**src/rtl/muldiv_pkg.sv**
```systemverilog
// muldiv_pkg: shared op/state encodings for the HI/LO multiply-divide unit.
// Default operand width lives here so the sequencer and step agree.
package muldiv_pkg;

  localparam int MULDIV_DATA_W = 32;

  typedef enum logic [1:0] {
    OP_MULT  = 2'b00,
    OP_MULTU = 2'b01,
    OP_DIV   = 2'b10,
    OP_DIVU  = 2'b11
  } op_e;

  typedef enum logic [1:0] {
    S_IDLE = 2'b00,
    S_CALC = 2'b01,
    S_FIX  = 2'b10
  } state_e;

endpackage

```
**src/rtl/muldiv_step.sv**
```systemverilog
// muldiv_step: one combinational iteration on {acc,q}.
// Multiply: conditional add then shift right. Divide: shift left, restoring subtract.
module muldiv_step
  import muldiv_pkg::*;
#(
  parameter int DATA_W = MULDIV_DATA_W
) (
  input  logic              is_div,
  input  logic [DATA_W-1:0] acc,
  input  logic [DATA_W-1:0] q,
  input  logic [DATA_W-1:0] m,
  output logic [DATA_W-1:0] acc_n,
  output logic [DATA_W-1:0] q_n
);

  logic [DATA_W:0] sum;
  logic [DATA_W:0] shl;
  logic [DATA_W:0] diff;
  logic [DATA_W:0] part;

  // single add-shift or subtract-restore step
  always_comb begin
    sum   = {1'b0, acc} + {1'b0, m};
    shl   = {acc, q[DATA_W-1]};
    diff  = shl - {1'b0, m};
    part  = q[0] ? sum : {1'b0, acc};
    acc_n = acc;
    q_n   = q;
    if (is_div) begin
      if (shl >= {1'b0, m}) begin
        acc_n = diff[DATA_W-1:0];
        q_n   = {q[DATA_W-2:0], 1'b1};
      end else begin
        acc_n = shl[DATA_W-1:0];
        q_n   = {q[DATA_W-2:0], 1'b0};
      end
    end else begin
      acc_n = part[DATA_W:1];
      q_n   = {part[0], q[DATA_W-1:1]};
    end
  end

endmodule

```
**src/rtl/muldiv_sequencer.sv**
```systemverilog
// muldiv_sequencer: multi-cycle MULT/MULTU/DIV/DIVU sequencer owning HI/LO.
// Build option MULDIV_DIVZERO_FAST_EN: divide by zero skips the iteration phase.
module muldiv_sequencer
  import muldiv_pkg::*;
#(
  parameter int                 DATA_W   = MULDIV_DATA_W,
  parameter logic [DATA_W-1:0]  HILO_RST = '0
) (
  input  logic              clk,
  input  logic              reset,
  input  logic              start,
  input  logic [1:0]        op,
  input  logic [DATA_W-1:0] a,
  input  logic [DATA_W-1:0] b,
  input  logic              mthi,
  input  logic              mtlo,
  input  logic [DATA_W-1:0] wdata,
  output logic              busy,
  output logic              done,
  output logic [DATA_W-1:0] hi,
  output logic [DATA_W-1:0] lo
);

  localparam int COUNT_W = $clog2(DATA_W) + 1;

  state_e              state;
  state_e              next_state;
  logic [COUNT_W-1:0]  counter;
  logic [DATA_W-1:0]   acc;
  logic [DATA_W-1:0]   q;
  logic [DATA_W-1:0]   m;
  logic [DATA_W-1:0]   acc_n;
  logic [DATA_W-1:0]   q_n;
  logic                is_div;
  logic                neg_q;
  logic                neg_r;
  logic                done_q;
  logic [DATA_W-1:0]   hi_q;
  logic [DATA_W-1:0]   lo_q;

  logic                is_signed;
  logic                a_neg;
  logic                b_neg;
  logic [DATA_W-1:0]   a_mag;
  logic [DATA_W-1:0]   b_mag;
  logic                fast;
  logic [2*DATA_W-1:0] prod;
  logic [DATA_W-1:0]   quo;
  logic [DATA_W-1:0]   rem;

  assign is_signed = (op == OP_MULT) || (op == OP_DIV);
  assign a_neg     = is_signed & a[DATA_W-1];
  assign b_neg     = is_signed & b[DATA_W-1];
  assign a_mag     = a_neg ? -a : a;
  assign b_mag     = b_neg ? -b : b;

`ifdef MULDIV_DIVZERO_FAST_EN
  assign fast = op[1] && (b == '0);
`else
  assign fast = 1'b0;
`endif

  assign prod = neg_q ? -{acc, q} : {acc, q};
  assign quo  = neg_q ? -q : q;
  assign rem  = neg_r ? -acc : acc;

  muldiv_step #(
    .DATA_W(DATA_W)
  ) u_step (
    .is_div(is_div),
    .acc   (acc),
    .q     (q),
    .m     (m),
    .acc_n (acc_n),
    .q_n   (q_n)
  );

  // state register
  always_ff @(posedge clk) begin
    if (reset) state <= S_IDLE;
    else       state <= next_state;
  end

  // next-state logic
  always_comb begin
    next_state = state;
    unique case (state)
      S_IDLE: if (start) next_state = fast ? S_FIX : S_CALC;
      S_CALC: if (counter == COUNT_W'(1)) next_state = S_FIX;
      S_FIX:  next_state = S_IDLE;
      default: next_state = S_IDLE;
    endcase
  end

  // operand latch and iteration datapath
  always_ff @(posedge clk) begin
    if (reset) begin
      counter <= '0;
      acc     <= '0;
      q       <= '0;
      m       <= '0;
      is_div  <= 1'b0;
      neg_q   <= 1'b0;
      neg_r   <= 1'b0;
    end else begin
      unique case (state)
        S_IDLE: begin
          if (start) begin
            is_div  <= op[1];
            neg_q   <= a_neg ^ b_neg;
            neg_r   <= a_neg;
            counter <= COUNT_W'(DATA_W);
            acc     <= '0;
            if (op[1]) begin
              m <= b_mag;
              q <= a_mag;
              if (fast) begin
                acc <= a_mag;
                q   <= '1;
              end
            end else begin
              m <= a_mag;
              q <= b_mag;
            end
          end
        end
        S_CALC: begin
          acc     <= acc_n;
          q       <= q_n;
          counter <= counter - COUNT_W'(1);
        end
        default: ;
      endcase
    end
  end

  // HI/LO: result write in S_FIX, MTHI/MTLO only when idle
  always_ff @(posedge clk) begin
    if (reset) begin
      hi_q <= HILO_RST;
      lo_q <= HILO_RST;
    end else if (state == S_FIX) begin
      if (is_div) begin
        hi_q <= rem;
        lo_q <= quo;
      end else begin
        hi_q <= prod[2*DATA_W-1:DATA_W];
        lo_q <= prod[DATA_W-1:0];
      end
    end else if (state == S_IDLE) begin
      if (mthi) hi_q <= wdata;
      if (mtlo) lo_q <= wdata;
    end
  end

  // done pulse follows the result write
  always_ff @(posedge clk) begin
    if (reset) done_q <= 1'b0;
    else       done_q <= (state == S_FIX);
  end

  assign busy = (state != S_IDLE);
  assign done = done_q;
  assign hi   = hi_q;
  assign lo   = lo_q;

endmodule

```
**config.mk**
```make
export PLATFORM = sky130hd
export DESIGN_NAME = muldiv_sequencer
export DESIGN_NICKNAME = d
export VERILOG_FILES = /design/src/rtl/muldiv_pkg.sv /design/src/rtl/muldiv_step.sv /design/src/rtl/muldiv_sequencer.sv
export SDC_FILE = /design/constraint.sdc
export NUM_CORES = 1
export LEC_CHECK = 0
export CAP_MARGIN = 15
export CORE_ASPECT_RATIO = 0.75
export CORE_MARGIN = 2
export CORE_UTILIZATION = 50
export CTS_CLUSTER_DIAMETER = 80
export DETAILED_ROUTE_END_ITERATION = 8
export PLACE_DENSITY = 0.82
export SETUP_SLACK_MARGIN = 0.4
export SLEW_MARGIN = 20
export SYNTH_ARGS = -nofsm -noshare
export SYNTH_HDL_FRONTEND = slang
export SYNTH_SLANG_ARGS = --single-unit
```
**constraint.sdc**
```tcl
create_clock -name clk -period 3.7 [get_ports clk]
set_input_delay 0.925 -clock clk [delete_from_list [all_inputs] [get_ports clk]]
set_output_delay 0.925 -clock clk [all_outputs]
set_load 0.05 [all_outputs]
```
# Yosys cells after proc, flatten, opt, wreduce, memory -nomap -nowiden
# Index checks and enable logic that the tools add are counted.
[totals]
reg_bits = 172
in_bits = 103
out_inout_bits = 66
wordCells = 71
[classes]
add_sub_neg = 8
order_cmp = 1
n_eq_ne = 6
n_mux = 29
bitwise_logic = 3
reduce_logical = 13
[op_table]
columns = ["operator", "n"]
rows = [
  ["32-bit two-way mux", 19],
  ["32-bit negation", 4],
  ["32-bit case mux with 2 select lines", 2],
  ["64-bit two-way mux", 1],
  ["64-bit negation", 1],
  ["32-bit by 32-bit adder with 33-bit output", 1],
  ["33-bit by 32-bit greater-or-equal comparator with 1-bit output", 1],
  ["33-bit two-way mux", 1],
  ["32-bit subtractor", 1],
  ["6-bit case mux with 2 select lines", 1],
  ["2-bit AND reduction", 5],
  ["2-bit nonzero test", 5],
  ["6-bit by 1-bit equality test with 1-bit output (second input constant)", 1],
  ["6-bit two-way mux", 1],
  ["6-bit by 1-bit subtractor with 6-bit output (second input constant)", 1],
  ["2-bit equality test (second input constant)", 2],
  ["2-bit zero test", 2],
  ["2-bit two-way mux", 2],
  ["2-bit != test (second input constant)", 2],
  ["2-bit case mux with 2 select lines", 1],
  ["1-bit AND", 2],
  ["2-bit by 1-bit equality test with 1-bit output (second input constant)", 1],
  ["1-bit logical OR", 1],
  ["1-bit two-way mux", 1],
  ["1-bit XOR", 1],
]

# Depth between registers and ports, before layout
# Gate-level depths: netlist (run 1).
[depth]
depth_word = 7
mapped_depth = 14
mapped_depth_nobuf = 13

# By module
# From an unflattened synthesis (run 1), not the netlist that was laid out.
[hier_totals]
cells_unflattened = 2022
hier_area_um2 = 15092.0
[by_module_without_submodules]
columns = ["module", "instances", "cells_per_inst", "area_per_inst_um2", "seq_area_each_um2"]
rows = [
  ["muldiv_sequencer", 1, 1270, 9988.3, 3443.3],
  ["muldiv_step", 1, 752, 5103.6, 0.0],
]

# Worst setup path after synthesis (run 1)
# OpenSTA, ideal clock, no wires.
[synth_timing]
kind = "input to register"
startpoint = "input a[4]"
endpoint = "register q[30]"
setup_ns = 0.137
t_arrival_ns = 3.197
required_ns = 3.563
setup_slack_ns = 0.365
path_stages = 9
path_buffers = 0
cell_sequence = "or4_1 -> or4_1 -> nand3b_1 -> nand2b_1 -> o21ai_1 -> xor2_1 -> nor2_1 -> a2111oi_0 -> a211oi_1"
[synth_between]
elab_chain_cells = 5
[synth_rtl]
columns = ["item", "line", "rtl"]
rows = [
  ["start: declaration", "muldiv_sequencer.sv:13", "input logic [DATA_W-1:0] a,"],
  ["32-bit negation", "muldiv_sequencer.sv:54", "assign a_mag = a_neg ? -a : a;"],
  ["32-bit two-way mux", "muldiv_sequencer.sv:54", ""],
  ["32-bit two-way mux", "muldiv_sequencer.sv:114", "if (op[1]) begin"],
  ["32-bit two-way mux", "muldiv_sequencer.sv:108", "if (start) begin"],
  ["32-bit case mux with 2 select lines", "muldiv_sequencer.sv:106", "unique case (state)"],
  ["end signal: assignment", "muldiv_sequencer.sv:116", "q <= a_mag;"],
  ["end signal: assignment", "muldiv_sequencer.sv:123", "q <= b_mag;"],
  ["end signal: assignment", "muldiv_sequencer.sv:129", "q <= q_n;"],
  ["end: declaration", "muldiv_sequencer.sv:30", "logic [DATA_W-1:0] q;"],
]
# No other way between the ends. The select of a mux whose other input is x is not followed.
# A chain may end at the register's enable or synchronous reset.

# Final worst setup path (run 1)
[layout_timing]
startpoint = "register q[17]"
endpoint = "register hi_q[15], in the netlist hi[15]"
[layout_between]
elab_chain_cells = 4
[layout_rtl]
columns = ["item", "line", "rtl"]
rows = [
  ["64-bit negation", "muldiv_sequencer.sv:63", "assign prod = neg_q ? -{acc, q} : {acc, q};"],
  ["64-bit two-way mux", "muldiv_sequencer.sv:63", ""],
  ["32-bit two-way mux", "muldiv_sequencer.sv:143", "if (is_div) begin"],
  ["32-bit two-way mux", "muldiv_sequencer.sv:142", "end else if (state == S_FIX) begin"],
  ["end signal: assignment", "muldiv_sequencer.sv:144", "hi_q <= rem;"],
  ["end signal: assignment", "muldiv_sequencer.sv:147", "hi_q <= prod[2*DATA_W-1:DATA_W];"],
  ["end signal: assignment", "muldiv_sequencer.sv:151", "if (mthi) hi_q <= wdata;"],
  ["end: declaration", "muldiv_sequencer.sv:38", "logic [DATA_W-1:0] hi_q;"],
]
# No other way between the ends.

==> run summary, run 1 <==
status = completed
routed vias = 17059
RSZ-0062 raised after global routing = yes
vias in the first global route = 15292
GR Layer Usage met1 = 52.1%
CP Class = reg2reg
Synth top area share = 23.1%
Synth Register Bits = 172
Syn-to-layout area delta = 25.4%
Total GRT Usage = 36.1%
# rows = 54
Reg clk slew, reported paths = 0.08 ns
post-route ant nets = 0
Max Cap Violations = 0
final hold vios = 0
die width = 204 um
met3 Use GR = 10.6%
number of setup violations in the final report = 0
Setup crit start kind = register
Fin Clk Skew = 0.0140 ns
Min-Delay Path Class = reg2reg
largest net degree at the start of global routing = 90
Die Height = 154 um
hold buffers post-CTS = 0
drt first pass iters = 8
async set-reset flop share out of synthesis = 0%
YS warnings = 0
Initial Util = 51.0%
IO buf count = 168
data required time of the worst path = 4.10 ns
Slew Limit Fails = 0
routed len/inst = 22.1 um
P_leak = 7.47 nW
Distinct cells, synth = 78
critical path arrival = 3.72 ns
vias per cell = 6.45
Hold Worst Slack = 0.462 ns
clock buffer count from CTS = 17
first-pass GRT wire length = 88.6 mm
Root Buffer = clkbuf_16
top cells by count, synth = nor2_1, nand2_1, a21oi_1
Area after DPL = 0.0177 mm^2
Crit Reg-Reg Startpoint = q[17]
Antenna diodes = 0
busiest grt layer = met1
Clock Tree Buf Depth = 2
worst IR drop on VDD = 0.248 mV
ys flop type = dfxtp_1
critical path's top delay family = simple AND/OR/NAND/NOR gates
crit path capture type = register
total gr overflow = 0
P per Cell Area = 383 mW/mm^2
number of synthesized flops with an enable pin = 0
Max Fclk = 301 MHz
total nets after synthesis = 2223
share of cells above drive strength 1 = 12.7%
clk sink count = 172
Core ar. = 0.0293 mm^2
clk_lat worst skew = 0.45 ns
worst slew pin tran = 0.953 ns
die area = 0.0313 mm^2
gpl congestion = 1.03
period utilization = 89.8%
Cells after Synth = 2048
Rel. slew slack = 36.4%
synth top area cells = dfxtp_1, a21oi_1, ha_1
# IOs = 169
CP dominant cell by count = or4_4
post-route cell area = 0.0187 mm^2
M2 GR Usage = 51.7%
Period minus WS final = 3.32 ns
critical path's largest stage delay = 0.59 ns
1st-iter DRT viols = 2269
crit path launch = q[17]
HP Start = hi[2]
post-synthesis sequential area ratio = 23.1%
top-count cell post-synth = nor2_1
Remaining DRCs = 0
Routed WL = 58.5 mm
H-Tree Depth = 4
WP buf/inv = 0
Mean Syn Cell Area = 7.29 um^2
Final Net Count = 2413
Worst path slowest cell = or4_4
CP cell instances = or4_4 -> or3_4 -> or4_4 -> o21ai_4 -> a31oi_4 -> o41ai_4 -> xor2_2 -> a2111oi_4 -> a21o_1
Cell Area, Synth = 0.0149 mm^2
CTS tree = done
DP HPWL = 45.7 mm
top cell type by total area after synthesis = dfxtp_1
top fanout value on the critical path = 4
antenna violations before repair = 0
final core area utilization = 64.0%
## report_power, final
part | switching (W) | internal (W)
Sequential | 0.000167 | 0.00200
Clock | 0.000911 | 0.000987
Combinational | 0.00192 | 0.00118
Total | 0.00300 | 0.00417
## worst paths after layout
path	end	slack [ns]	cells after the start
min	hi[2]	0.46	1
max	hi[15]	0.38	9
max reg2reg	hi[15]	0.38	9
min reg2reg	hi[2]	0.46	1
## kinds of logic after synthesis
group	Yosys count	synth area share, %
AOI/OAI and AO/OA	693	31.1
xor gates and xnor gates	164	9.62
adders and majority gates	72	6.14
buffers and inverters	226	5.86
DFF	172	23.1
muxes	53	3.58
and+or+nand+nor	668	20.6
## per-stage QoR
stage	total power (W)	setup TNS [ns]	instances	setup slack, ns
after floorplan	0.00401	0	2048	0.401
after global placement	0.00502	-0.621	2597	-0.180
after detailed placement	0.00506	-0.791	2597	-0.155
after CTS	0.00695	0	2632	0.351
after global routing	0.00745	0	2643	0.303
final	0.00718	0	2643	0.376
## cells in the final DEF (no fill, tap or decap), types with 22 or more instances in the layout
master and n:
a211oi_1 92, o21ai_0 77, clkdlybuf4s50_1 158, mux2i_1 50
nor2_1 221, inv_1 64, xor2_1 81, ha_1 66
o211ai_1 40, xnor2_1 81, a21o_1 32, o21ai_1 22
nand3_1 27, o31ai_1 24, buf_4 161, a31oi_1 27
dfxtp_1 163, nand2_1 215, a21oi_1 194, nor3_1 34
## sequential cells by signal, indices dropped and copies added, names as in the netlist
name and cells:
q 32, neg_q 1, m 32, counter 6
is_div 1, lo 32, done 1, neg_r 1
hi 32, state 2, acc 32
## layer usage
layer  vias to the layer above  share of wire, %
met3                       123                13
met2                      1099                41
met1                      7937                43
met4                         0               2.9
met5                         -                 0
li1                       7900                 -
## cell type report
type / instances / area [um^2]
repair buffers: 332 / 2970
inverters: 65 / 244
clock buffers: 18 / 439
fillers: 2560 / 10500
multi-input cells: 1650 / 10900
clock inverters: 14 / 169
well taps: 392 / 490
flip-flops and latches: 172 / 3460
## timing repair
item / in CTS / in global routing
pin swaps: 4 / 30
endpoints found under the setup margin: 30 / 65
buffers inserted: 3 / 10
resized for setup: 16 / 65
gates cloned: 0 / 1
No activity file was read; power rests on OpenSTA's default activity.
==> inputs of run 2 (changes only) <==
- CORE_MARGIN: 2 -> 10
==> run summary, run 2 (same netlist as run 1, synthesis figures left out) <==
1st-iter DRT viols = 2278
die width = 220 um
Initial Util = 51.0%
WP buf/inv = 1
post-route cell area = 0.0187 mm^2
met3 WL = 8.68 mm
final core area utilization = 63.9%
largest net degree at the start of global routing = 90
Slew Limit Fails = 0
P per Cell Area = 381 mW/mm^2
die area = 0.0372 mm^2
total gr overflow = 0
# IOs = 169
TNS Setup = 0 ns
drt first pass iters = 8
Root Buffer = clkbuf_16
final hold vios = 0
clk sink count = 172
CP cell instances = clkdlybuf4s50_1 -> or4_4 -> or4_4 -> nor3_4 -> nand2_2 -> o31ai_2 -> xnor2_1 -> o211ai_1 -> a221oi_2
critical path's top delay family = simple AND/OR/NAND/NOR gates
Reg clk slew, reported paths = 0.08 ns
Hold Worst Slack = 0.458 ns
Area after DPL = 0.0176 mm^2
period utilization = 88.0%
CTS tree = done
RSZ-0062 raised after global routing = yes
data required time of the worst path = 4.07 ns
antenna violations before repair = 1
P_leak = 7.46 nW
Hold Path Depth = 2
# rows = 54
Hold Path Sink = hi[19]
Period minus WS final = 3.26 ns
Max Fclk = 307 MHz
DP HPWL = 48.0 mm
gpl congestion = 1.03
Core ar. = 0.0293 mm^2
post-route ant nets = 0
Crit Reg-Reg Startpoint = q[2]
critical path's largest stage delay = 0.54 ns
routed vias = 17124
cell depth of the worst setup path = 9
Setup crit start kind = input port
commonest non-fill, non-tap cell in the layout = nor2_1
status = completed
fin cells = 2642
Worst path slowest cell = or4_4
R2R depth = 9
Clock Tree Buf Depth = 2
HP Start = hi[19]
critical path arrival = 3.62 ns
vias per cell = 6.48
H-Tree Depth = 4
top fanout value on the critical path = 3
metal2 WL = 24.3 mm
clock buffer count from CTS = 17
met1 wire length = 25.7 mm
Total GRT Usage = 30.9%
first-pass GRT wire length = 91.1 mm
routed len/inst = 23.0 um
Remaining DRCs = 0
IO buf count = 168
Final Net Count = 2412
number of setup violations in the final report = 0
Max Cap Violations = 0
worst IR drop on VDD = 0.268 mV
Die Height = 170 um
Fin Clk Skew = 0.0142 ns
CP Class = in2reg
share of cells above drive strength 1 = 13.0%
top sig layer = met4
RR Endpoint = hi[23]
Rel. slew slack = 36.4%
Routed WL = 60.8 mm
crit path capture type = register
R2R setup slack = 0.47 ns
Syn-to-layout area delta = 25.2%
Min-Delay Path Class = reg2reg
commonest non-fill, non-tap cells in the layout = nor2_1, nand2_1, a21oi_1
clk_lat worst skew = 0.45 ns
filler instances = 2543
vias in the first global route = 15639
CP dominant cell by count = or4_4
worst slew pin tran = 0.954 ns
dpl cells = 2596
Antenna diodes = 0
[run 2: repair_timing]
item | 4_1_cts | 5_1_grt
resized for setup | 27 | 62
endpoints found under the hold margin | 0 | 0
setup buffers | 5 | 9
hold buffers | 0 | 0
setup endpoints to repair | 47 | 68
pin swaps | 14 | 31
[run 2: worst max path at each step]
stage	startpoint	to	slack (ns)
2_1_floorplan	a[4]	q[30]	0.40
3_3_place_gp	a[4]	q[30]	-0.17
3_5_place_dp	b[4]	m[31]	-0.24
4_1_cts	b[13]	m[31]	0.35
5_1_grt	q[8]	hi[20]	0.36
6_report	b[17]	q[29]	0.44
[run 2: where the power goes]
| part | leakage (nW) | total (W) | internal, W | switching, W |
|---|---|---|---|---|
| Clock | 0.287 | 0.00185 | 0.000921 | 0.000927 |
| Combinational | 5.75 | 0.00310 | 0.00117 | 0.00193 |
| Sequential | 1.42 | 0.00217 | 0.00200 | 0.000171 |
| Total | 7.46 | 0.00712 | 0.00409 | 0.00303 |
[run 2: metal layers]
layer,vias to the layer above,track usage (%)
li1,7896,-
met1,7950,42.5
met2,1131,43.0
met3,147,11.6
met4,0,10.5
met5,-,0
[run 2: worst register-to-register path: cells and delay by family (launching register included)]
kind	cells	cell delay, ns
and+or+nand+nor	3	1.50
AOI/OAI and AO/OA	4	0.73
DFF	1	0.38
xor gates and xnor gates	1	0.25
buffers and inverters	1	0.22
[run 2: through the flow]
stage | setup slack [ns] | power [W]
3_5_place_dp | -0.238 | 0.00509
6_report | 0.444 | 0.00712
3_3_place_gp | -0.168 | 0.00504
2_1_floorplan | 0.401 | 0.00401
4_1_cts | 0.346 | 0.00692
5_1_grt | 0.359 | 0.00736
[run 2: layout make-up]
cell class | instances | area [um^2] | share of cell area [%]
Clock buffer | 18 | 439 | 2.35
Clock inverter | 14 | 150 | 0.803
Inverter | 65 | 244 | 1.31
Multi-Input combinational cell | 1650 | 10900 | 58.6
Sequential cell | 172 | 3470 | 18.6
Tap cell | 392 | 490 | 2.62
Timing Repair Buffer | 331 | 2950 | 15.8
